<file path="src/rtl/seq_pattern_gen_if.sv">
`default_nettype none
// ============================================================================
// Module   : seq_pattern_gen_if
// Function : request/stream bundle between a pattern source client and
//            seq_pattern_gen.
// Revision : 1.0
// ============================================================================
interface seq_pattern_gen_if #(
  parameter int MAX_LEN = 16,
  parameter int LEN_W   = 5,
  parameter int REP_W   = 8
);
  logic               start;
  logic [MAX_LEN-1:0] pattern;
  logic [LEN_W-1:0]   len;
  logic [REP_W-1:0]   reps;
  logic               out;
  logic               out_valid;
  logic               busy;
  logic               done;

  modport master (
    output start, pattern, len, reps,
    input  out, out_valid, busy, done
  );

  modport slave (
    input  start, pattern, len, reps,
    output out, out_valid, busy, done
  );
endinterface
`default_nettype wire

</file>
<file path="src/rtl/seq_pattern_gen.sv">
`default_nettype none
// ============================================================================
// Module   : seq_pattern_gen
// Function : serial MSB-first pattern transmitter with repeat count; defining
//            SEQ_GEN_PARITY_EN adds an even-parity bit after each repetition.
// Revision : 1.0
// ============================================================================
module seq_pattern_gen #(
  parameter int MAX_LEN = 16,
  parameter int LEN_W   = 5,
  parameter int REP_W   = 8
) (
  input  wire              clk,
  input  wire              rst_n,
  seq_pattern_gen_if.slave bus
);

  localparam int              IDX_W     = $clog2(MAX_LEN);
  localparam logic [LEN_W-1:0] C_MAX_LEN = LEN_W'(MAX_LEN);

  typedef enum logic [1:0] {
    S_IDLE   = 2'd0,
    S_SHIFT  = 2'd1,
`ifdef SEQ_GEN_PARITY_EN
    S_PARITY = 2'd2,
`endif
    S_DONE   = 2'd3
  } state_t;

  state_t             state_q, state_d;
  logic [MAX_LEN-1:0] pat_q, pat_d;
  logic [LEN_W-1:0]   len_q, len_d;
  logic [LEN_W-1:0]   idx_q, idx_d;
  logic [REP_W-1:0]   rep_q, rep_d;
  logic               out_q, out_d;
  logic               valid_q, valid_d;
  logic               busy_q, busy_d;
  logic               done_q, done_d;
`ifdef SEQ_GEN_PARITY_EN
  logic               par_q, par_d;
`endif

  logic [LEN_W-1:0]   w_eff_len;
  logic [MAX_LEN-1:0] w_pat_src;
  logic [IDX_W-1:0]   w_bit_sel;

  assign w_eff_len = (bus.len > C_MAX_LEN) ? C_MAX_LEN : bus.len;

  always_comb begin
    state_d   = state_q;
    pat_d     = pat_q;
    len_d     = len_q;
    idx_d     = idx_q;
    rep_d     = rep_q;
    out_d     = 1'b0;
    valid_d   = 1'b0;
    busy_d    = 1'b0;
    done_d    = 1'b0;
    w_pat_src = pat_q;
`ifdef SEQ_GEN_PARITY_EN
    par_d     = par_q;
`endif

    case (state_q)
      S_IDLE: begin
        if (bus.start && (bus.len != '0)) begin
          state_d   = S_SHIFT;
          pat_d     = bus.pattern;
          len_d     = w_eff_len;
          idx_d     = w_eff_len - LEN_W'(1);
          // rep_q counts repetitions still owed after the current one
          rep_d     = (bus.reps == '0) ? '0 : bus.reps - REP_W'(1);
          w_pat_src = bus.pattern;
`ifdef SEQ_GEN_PARITY_EN
          par_d     = 1'b0;
`endif
        end
      end
      S_SHIFT: begin
`ifdef SEQ_GEN_PARITY_EN
        par_d = par_q ^ out_q;
`endif
        if (idx_q != '0) begin
          idx_d = idx_q - LEN_W'(1);
        end else begin
`ifdef SEQ_GEN_PARITY_EN
          state_d = S_PARITY;
`else
          if (rep_q != '0) begin
            idx_d = len_q - LEN_W'(1);
            rep_d = rep_q - REP_W'(1);
          end else begin
            state_d = S_DONE;
          end
`endif
        end
      end
`ifdef SEQ_GEN_PARITY_EN
      S_PARITY: begin
        if (rep_q != '0) begin
          state_d = S_SHIFT;
          idx_d   = len_q - LEN_W'(1);
          rep_d   = rep_q - REP_W'(1);
          par_d   = 1'b0;
        end else begin
          state_d = S_DONE;
        end
      end
`endif
      S_DONE:  state_d = S_IDLE;
      default: state_d = S_IDLE;
    endcase

    // Outputs are precomputed for the state being entered so they leave on flops
    w_bit_sel = idx_d[IDX_W-1:0];
    case (state_d)
      S_SHIFT: begin
        out_d   = w_pat_src[w_bit_sel];
        valid_d = 1'b1;
        busy_d  = 1'b1;
      end
`ifdef SEQ_GEN_PARITY_EN
      S_PARITY: begin
        out_d   = par_d;
        valid_d = 1'b1;
        busy_d  = 1'b1;
      end
`endif
      S_DONE:  done_d = 1'b1;
      default: done_d = 1'b0;
    endcase
  end

  always_ff @(posedge clk or negedge rst_n) begin
    if (!rst_n) begin
      state_q <= S_IDLE;
      pat_q   <= '0;
      len_q   <= '0;
      idx_q   <= '0;
      rep_q   <= '0;
      out_q   <= 1'b0;
      valid_q <= 1'b0;
      busy_q  <= 1'b0;
      done_q  <= 1'b0;
`ifdef SEQ_GEN_PARITY_EN
      par_q   <= 1'b0;
`endif
    end else begin
      state_q <= state_d;
      pat_q   <= pat_d;
      len_q   <= len_d;
      idx_q   <= idx_d;
      rep_q   <= rep_d;
      out_q   <= out_d;
      valid_q <= valid_d;
      busy_q  <= busy_d;
      done_q  <= done_d;
`ifdef SEQ_GEN_PARITY_EN
      par_q   <= par_d;
`endif
    end
  end

  assign bus.out       = out_q;
  assign bus.out_valid = valid_q;
  assign bus.busy      = busy_q;
  assign bus.done      = done_q;

endmodule
`default_nettype wire
</file>
<file path="src/flat_wrapper.sv">
// flat-port wrapper written by rule: the top's interface ports become plain ports
module seq_pattern_gen_flat 
#(
  parameter int MAX_LEN = 16,
  parameter int LEN_W   = 5,
  parameter int REP_W   = 8
)
  (clk, rst_n, bus_start, bus_pattern, bus_len, bus_reps, bus_out, bus_out_valid, bus_busy, bus_done);
  seq_pattern_gen_if #(.MAX_LEN(MAX_LEN), .LEN_W(LEN_W), .REP_W(REP_W)) bus_i ();
  input  wire clk;
  input  wire rst_n;
  input wire logic [$bits(bus_i.start)-1:0] bus_start;
  input wire logic [$bits(bus_i.pattern)-1:0] bus_pattern;
  input wire logic [$bits(bus_i.len)-1:0] bus_len;
  input wire logic [$bits(bus_i.reps)-1:0] bus_reps;
  output wire logic [$bits(bus_i.out)-1:0] bus_out;
  output wire logic [$bits(bus_i.out_valid)-1:0] bus_out_valid;
  output wire logic [$bits(bus_i.busy)-1:0] bus_busy;
  output wire logic [$bits(bus_i.done)-1:0] bus_done;
  assign bus_i.start = bus_start;
  assign bus_i.pattern = bus_pattern;
  assign bus_i.len = bus_len;
  assign bus_i.reps = bus_reps;
  assign bus_out = bus_i.out;
  assign bus_out_valid = bus_i.out_valid;
  assign bus_busy = bus_i.busy;
  assign bus_done = bus_i.done;
  seq_pattern_gen #(.MAX_LEN(MAX_LEN), .LEN_W(LEN_W), .REP_W(REP_W)) u_core (.clk(clk), .rst_n(rst_n), .bus(bus_i));
endmodule
</file>
<file path="config.mk">
export PLATFORM = sky130hd
export DESIGN_NAME = seq_pattern_gen_flat
export DESIGN_NICKNAME = d
export VERILOG_FILES = /design/src/rtl/seq_pattern_gen_if.sv /design/src/rtl/seq_pattern_gen.sv /design/src/flat_wrapper.sv
export SDC_FILE = /design/constraint.sdc
export NUM_CORES = 1
export LEC_CHECK = 0
export BUFFER_PORTS_ARGS = -buffer_cell sky130_fd_sc_hd__buf_4
export CORE_MARGIN = 3
export CORE_UTILIZATION = 35
export CTS_CLUSTER_DIAMETER = 200
export CTS_CLUSTER_SIZE = 16
export DETAILED_ROUTE_END_ITERATION = 10
export PLACE_DENSITY = 0.62
export SYNTH_ARGS = -nofsm -noshare
export SYNTH_HDL_FRONTEND = slang
export SYNTH_SLANG_ARGS = --single-unit
</file>
<file path="constraint.sdc">
create_clock -name clk -period 3.78 [get_ports clk]
set_input_delay 0.567 -clock clk [delete_from_list [all_inputs] [get_ports clk]]
set_output_delay 0.567 -clock clk [all_outputs]
set_load 0.02 [all_outputs]
</file>
Yosys cells after proc, flatten, opt, wreduce, memory -nomap -nowiden. Cells that the tools add are included.

Word-level logic and storage cells: 54. Register bits: 39. Output and inout port bits: 4.

Order comparisons: 2. Muxes and demuxes: 21. Reduce and logical (&&, ||, !) cells: 10. $add $sub $neg: 5. Equality and inequality tests: 7.

Operators by type and width (count): 16-bit two-way mux (2); 8-bit two-way mux (4); 5-bit two-way mux (4); 8-bit one-hot mux with 2 select lines (1); 8-bit by 1-bit subtractor with 8-bit output (second input constant) (2); 5-bit by 1-bit subtractor with 5-bit output (second input constant) (3); 5-bit one-hot mux with 2 select lines (1); 5-bit nonzero test (2); 8-bit zero test (1); 8-bit nonzero test (1); 2-bit two-way mux (3); 5-bit greater-than comparator (second input constant) (1); 4-bit by 5-bit < comparator with 1-bit output (second input constant) (1); 1-bit binary-select mux with 4-bit select (1); 2-bit by 1-bit == test with 1-bit output (second input constant) (2); 1-bit two-way mux (4); 2-bit by 1-bit inequality test with 1-bit output (second input constant) (2); 2-bit one-hot mux with 2 select lines (1); 4-bit AND reduction (1); 3-bit by 1-bit inequality test with 1-bit output (second input constant) (1); 3-bit AND reduction (1); 2-bit == test (second input constant) (1); 2-bit zero test (1); 2-bit inequality test (second input constant) (1); 3 further kinds (3).

Depth between registers and ports, before layout.
Depth after elaboration: 8. Mapped depth: 11.

Least setup slack after synthesis. Ideal clock, no wire load.

Path kind: register to register. Start: register u_core.idx_q[0]. End: register u_core.out_q, in the netlist u_core.bus.out. Path buffers: 0. Arrival time: 2834 ps. Stages on the path, launching flop included: 11. Data required time: 3688 ps. Setup time: 92 ps. Slack: 853 ps. Cell sequence: dfrtp_1 inv_1 ha_1 or4b_4 a311o_2 o211ai_1 or2b_2 nand2_2 mux2_2 mux2_2 o31ai_2.

Word-level cells in the longest chain between the ends: 6. Elaborated cells on any way between the ends: 12. Those cells by class: add/sub (1); eq/ne (1); mux (9); reduce/logical (1).

Ends and longest elaborated chain: start, declared (line seq_pattern_gen.sv:33) `logic [LEN_W-1:0] idx_q, idx_d;`; start signal, assigned (line seq_pattern_gen.sv:152) `idx_q <= idx_d;`; 5-bit by 1-bit subtractor with 5-bit output or 5-bit nonzero test (tied branches) (line seq_pattern_gen.sv:84, seq_pattern_gen.sv:83); 5-bit two-way mux (*) (line seq_pattern_gen.sv:83) `if (idx_q != '0) begin`; 5-bit one-hot mux with 2 select lines (*) (line seq_pattern_gen.sv:64) `case (state_q)`; named net u_core.idx_d[1] (line seq_pattern_gen.sv:33); 1-bit binary-select mux with 4-bit select (*) (line seq_pattern_gen.sv:118) `out_d = w_pat_src[w_bit_sel];`; 1-bit two-way mux (implied by the code) (*) (line seq_pattern_gen.sv:118); 1-bit two-way mux (*) (line seq_pattern_gen.sv:116) `case (state_d)`; named net u_core.out_d (line seq_pattern_gen.sv:35) `logic out_q, out_d;`; end signal, assigned (line seq_pattern_gen.sv:154) `out_q <= out_d;`; end, declared (line seq_pattern_gen.sv:35).

Mark *: on every way through the listed nets, which the timed path passes. The rest lies on a longest branch. The select of a mux whose other input is x is not followed. A chain may end at the register's enable or synchronous reset.

Worst setup path after layout. Same ends and word-level chain as after synthesis.

==> impl_metrics.toml <==
[critical_path]
cp-end-kind = "flip-flop"
crit_top_cell = "mux2_2"
cp.required_ns = 3.99
crit_path_start_kind = "flip-flop"
cp_max_fo = 7
critical_path_class = "reg -> reg"
slowest_stage = "or4b_4"
slowest_delay_ns = 0.48
cp_cell_sequence = "inv_1 > ha_1 > or4b_4 > a311o_2 > o211ai_1 > or2b_2 > nand2_2 > mux2_2 > mux2_2 > o31ai_2"
cp.arrival_ns = 3.31
r2r_cells = 10

[route]
wl_per_cell_microns = 13.5
wirelength_microns = 4610
drc_errors = 0
ant_nets = 0
routed-via-count = 1764
drt_iter0_markers = 132
avgViaCountPerCell = 5.17
first_pass_iters = 4

[synthesis]
syn-cell-area_sq_mm = 0.00229
synth_cells = 228
synth_cell_type_count = 49
ys_seq_elements = 39
synth.top_cell.area_share_pct = 42.6
synth-edff-count = 0
yosys_warnings = 0
async_reset_ff_share_pct = 100
synthFlopType = "dfrtp_1"
synth_commonest_cells = "dfrtp_1, nor2_1, mux2_2"
synth.area.top_cells = "dfrtp_1, mux2_2, mux2i_1"
yosysTopAreaCell = "dfrtp_1"
syn_nets = 266
yosysSeqAreaShare_pct = 42.6
avgSynthCellArea_sq_um = 10.0
yosysMostFrequentCell = "dfrtp_1"

[placed_design]
dp.cells = 333
io_buffers = 35
gp_congestion = 0.841
dp_hpwl_microns = 3440

[sta]
tightestPinTransition_ns = 0.851
drv_slew = 0
fin_skew_ns = 0.00414
holdWs_ns = 0.241
fmax_mhz = 322
slew_headroom_pct = 42.9
rsz0062_at_grt = "no"
setup_viol = 0
min_period_ns = 3.11
finalCritPeriodShare_pct = 82.2
setup_tns_ns = 0
hold_viol = 0

[clock_network]
cts.sinks = 39
cts_hold_buf = 0
clk_latency_ns = 0.29
cts-root-buf = "clkbuf_8"
max-clock-path-buffers = 2
clkTransAtPathRegs_ns = 0.08
cts_resized = 0
htreeDepth = 2
cts_setup_buffers = 0
cts_tree = "done"
cts_buffers = 5

[finish]
syn_to_final_growth_pct = 19.4
final.fill_count = 592
final_cells = 341
fin_nets = 303
n_antenna_cell = 0
drive_gt1_share_pct = 29.3

[global_routing]
met3_usage_pct = 2.84
grt_overflow = 0
antenna_found_initial = 0
grt_pass1_vias = 1732
grt_pass1_wl_microns = 7980
grt_max_degree = 40
grtUsageMet1_pct = 19.9
grtUsageTotal_pct = 13.2
gr-usage-met2_pct = 18.3
gr-max-usage-layer = "met1"

[power]
power.density_mw_per_mm2 = 622
p_int_mw = 1.12
p_sw_mw = 0.584
p_seq_share_pct = 37.5
p_leak_nw = 1.28
irDropWorstVdd_mv = 0.271
comb_power_share_pct = 41.4
p_clk_share_pct = 21.1
p_sw_share_pct = 34.4

[floorplan]
std_cell_rows = 28
start_util_pct = 37.3
dieHeight_microns = 86.9
die_w_microns = 86.9
pin_count = 36
core_area_sq_mm = 0.00613
fp.dieArea_sq_mm = 0.00755

[job]
cap_violations = 0

[worst_hold_path]
hp-class = "in -> async"

[status]
status = "complete, no violations"
[stage by stage]
stage | power, mW | utilization, % | instance area [sq um] | worst slack, ns
2_1_floorplan | 1.17 | - | 2290 | 0.853
4_1_cts | 1.72 | 44.6 | 2730 | 0.671
3_5_place_dp | 1.35 | 42.7 | 2620 | 0.683
6_report | 1.70 | 44.6 | 2730 | 0.673
3_3_place_gp | 1.34 | 42.7 | 2620 | 0.750
5_1_grt | 1.85 | 44.6 | 2730 | 0.445
[logic make-up after synthesis]
family,share of synthesized area (%)
buffers and inverters,4.43
muxes,14.2
xor gates and xnor gates,4.21
adders and majority gates,3.28
DFF,42.6
AOI/OAI and AO/OA,14.6
and+or+nand+nor,16.7
[worst paths after layout]
| path | start | to | slack, ns |
|---|---|---|---|
| worst max-delay path | u_core.idx_q[0]$_DFF_PN0_ | u_core.bus.out$_DFF_PN0_ | 0.67 |
| worst min-delay path | rst_n | u_core.rep_q[5]$_DFFE_PN0P_ | 0.24 |
| worst max register to register | u_core.idx_q[0]$_DFF_PN0_ | u_core.bus.out$_DFF_PN0_ | 0.67 |
| worst min register to register | u_core.pat_q[6]$_DFF_PN0_ | u_core.pat_q[6]$_DFF_PN0_ | 0.50 |
| max in group asynchronous | rst_n | u_core.idx_q[4]$_DFFE_PN0P_ | 3.21 |
| min in group clk | u_core.pat_q[6]$_DFF_PN0_ | u_core.pat_q[6]$_DFF_PN0_ | 0.50 |
[area by class of cell]
cell class / instances / area, sq um / area share (%)
multi-input combinational: 168 / 1210 / 44.3
sequential: 39 / 976 / 35.7
timing repair buffer: 38 / 285 / 10.4
tap: 75 / 93.8 / 3.43
clock buffer: 6 / 82.6 / 3.02
inverter: 13 / 48.8 / 1.78
clock inverter: 2 / 35.0 / 1.28
[power groups by stage]
| stage | Combinational, mW | Clock, mW | Sequential [mW] |
|---|---|---|---|
| 2_1_floorplan | 0.546 | 0 | 0.624 |
| 3_3_place_gp | 0.702 | 0 | 0.641 |
| 3_5_place_dp | 0.707 | 0 | 0.643 |
| 4_1_cts | 0.712 | 0.368 | 0.636 |
| 5_1_grt | 0.809 | 0.385 | 0.655 |
| 6_report | 0.704 | 0.359 | 0.637 |
[layout by cell type (no fill, tap or decap), types with 2 or more instances in the layout]
master | synthesis | layout
or2b_2 | 2 | 2
xor2_1 | 4 | 4
dfrtp_1 | 39 | 39
o31ai_1 | 2 | 2
a221oi_1 | 2 | 2
inv_1 | 13 | 13
a31oi_1 | 2 | 2
xnor2_1 | 7 | 7
mux2i_1 | 10 | 10
nand2b_1 | 5 | 5
buf_4 | 1 | 38
o22ai_1 | 3 | 3
a21oi_1 | 10 | 10
nor4b_1 | 2 | 2
o211ai_1 | 3 | 3
nor3b_1 | 2 | 2
nor4_1 | 4 | 4
mux2_2 | 20 | 20
o21ai_0 | 16 | 16
nor2_1 | 24 | 24
and4_1 | 2 | 2
ha_1 | 6 | 6
nor2b_1 | 2 | 2
nand2_1 | 13 | 13
clkbuf_8 | 1 | 6
nor3_1 | 7 | 7
[worst max-delay path, delay by kind of cell, from the launching register on]
family | cells | cell delay (ns)
AO/OA/AOI/OAI | 3 | 0.77
buffers and inverters | 1 | 0.10
AND/OR/NAND/NOR | 3 | 0.93
multiplexers | 2 | 0.62
adder cells (fa/ha/maj) | 1 | 0.15
flip-flops | 1 | 0.44
[state kept, by name (all words and copies together), names as in the netlist]
register,cells
u_core.bus.out,1
u_core.bus.out_valid,1
u_core.bus.done,1
u_core.rep_q,8
u_core.pat_q,16
u_core.len_q,5
u_core.idx_q,5
u_core.state_q,2
[layer usage]
| layer | up-vias | wire length, microns |
|---|---|---|
| met5 | - | 0 |
| met4 | 0 | 75 |
| met3 | 7 | 180 |
| met2 | 32 | 1960 |
| met1 | 832 | 2390 |
| li1 | 893 | - |
Power figures use the tool's default switching activity.
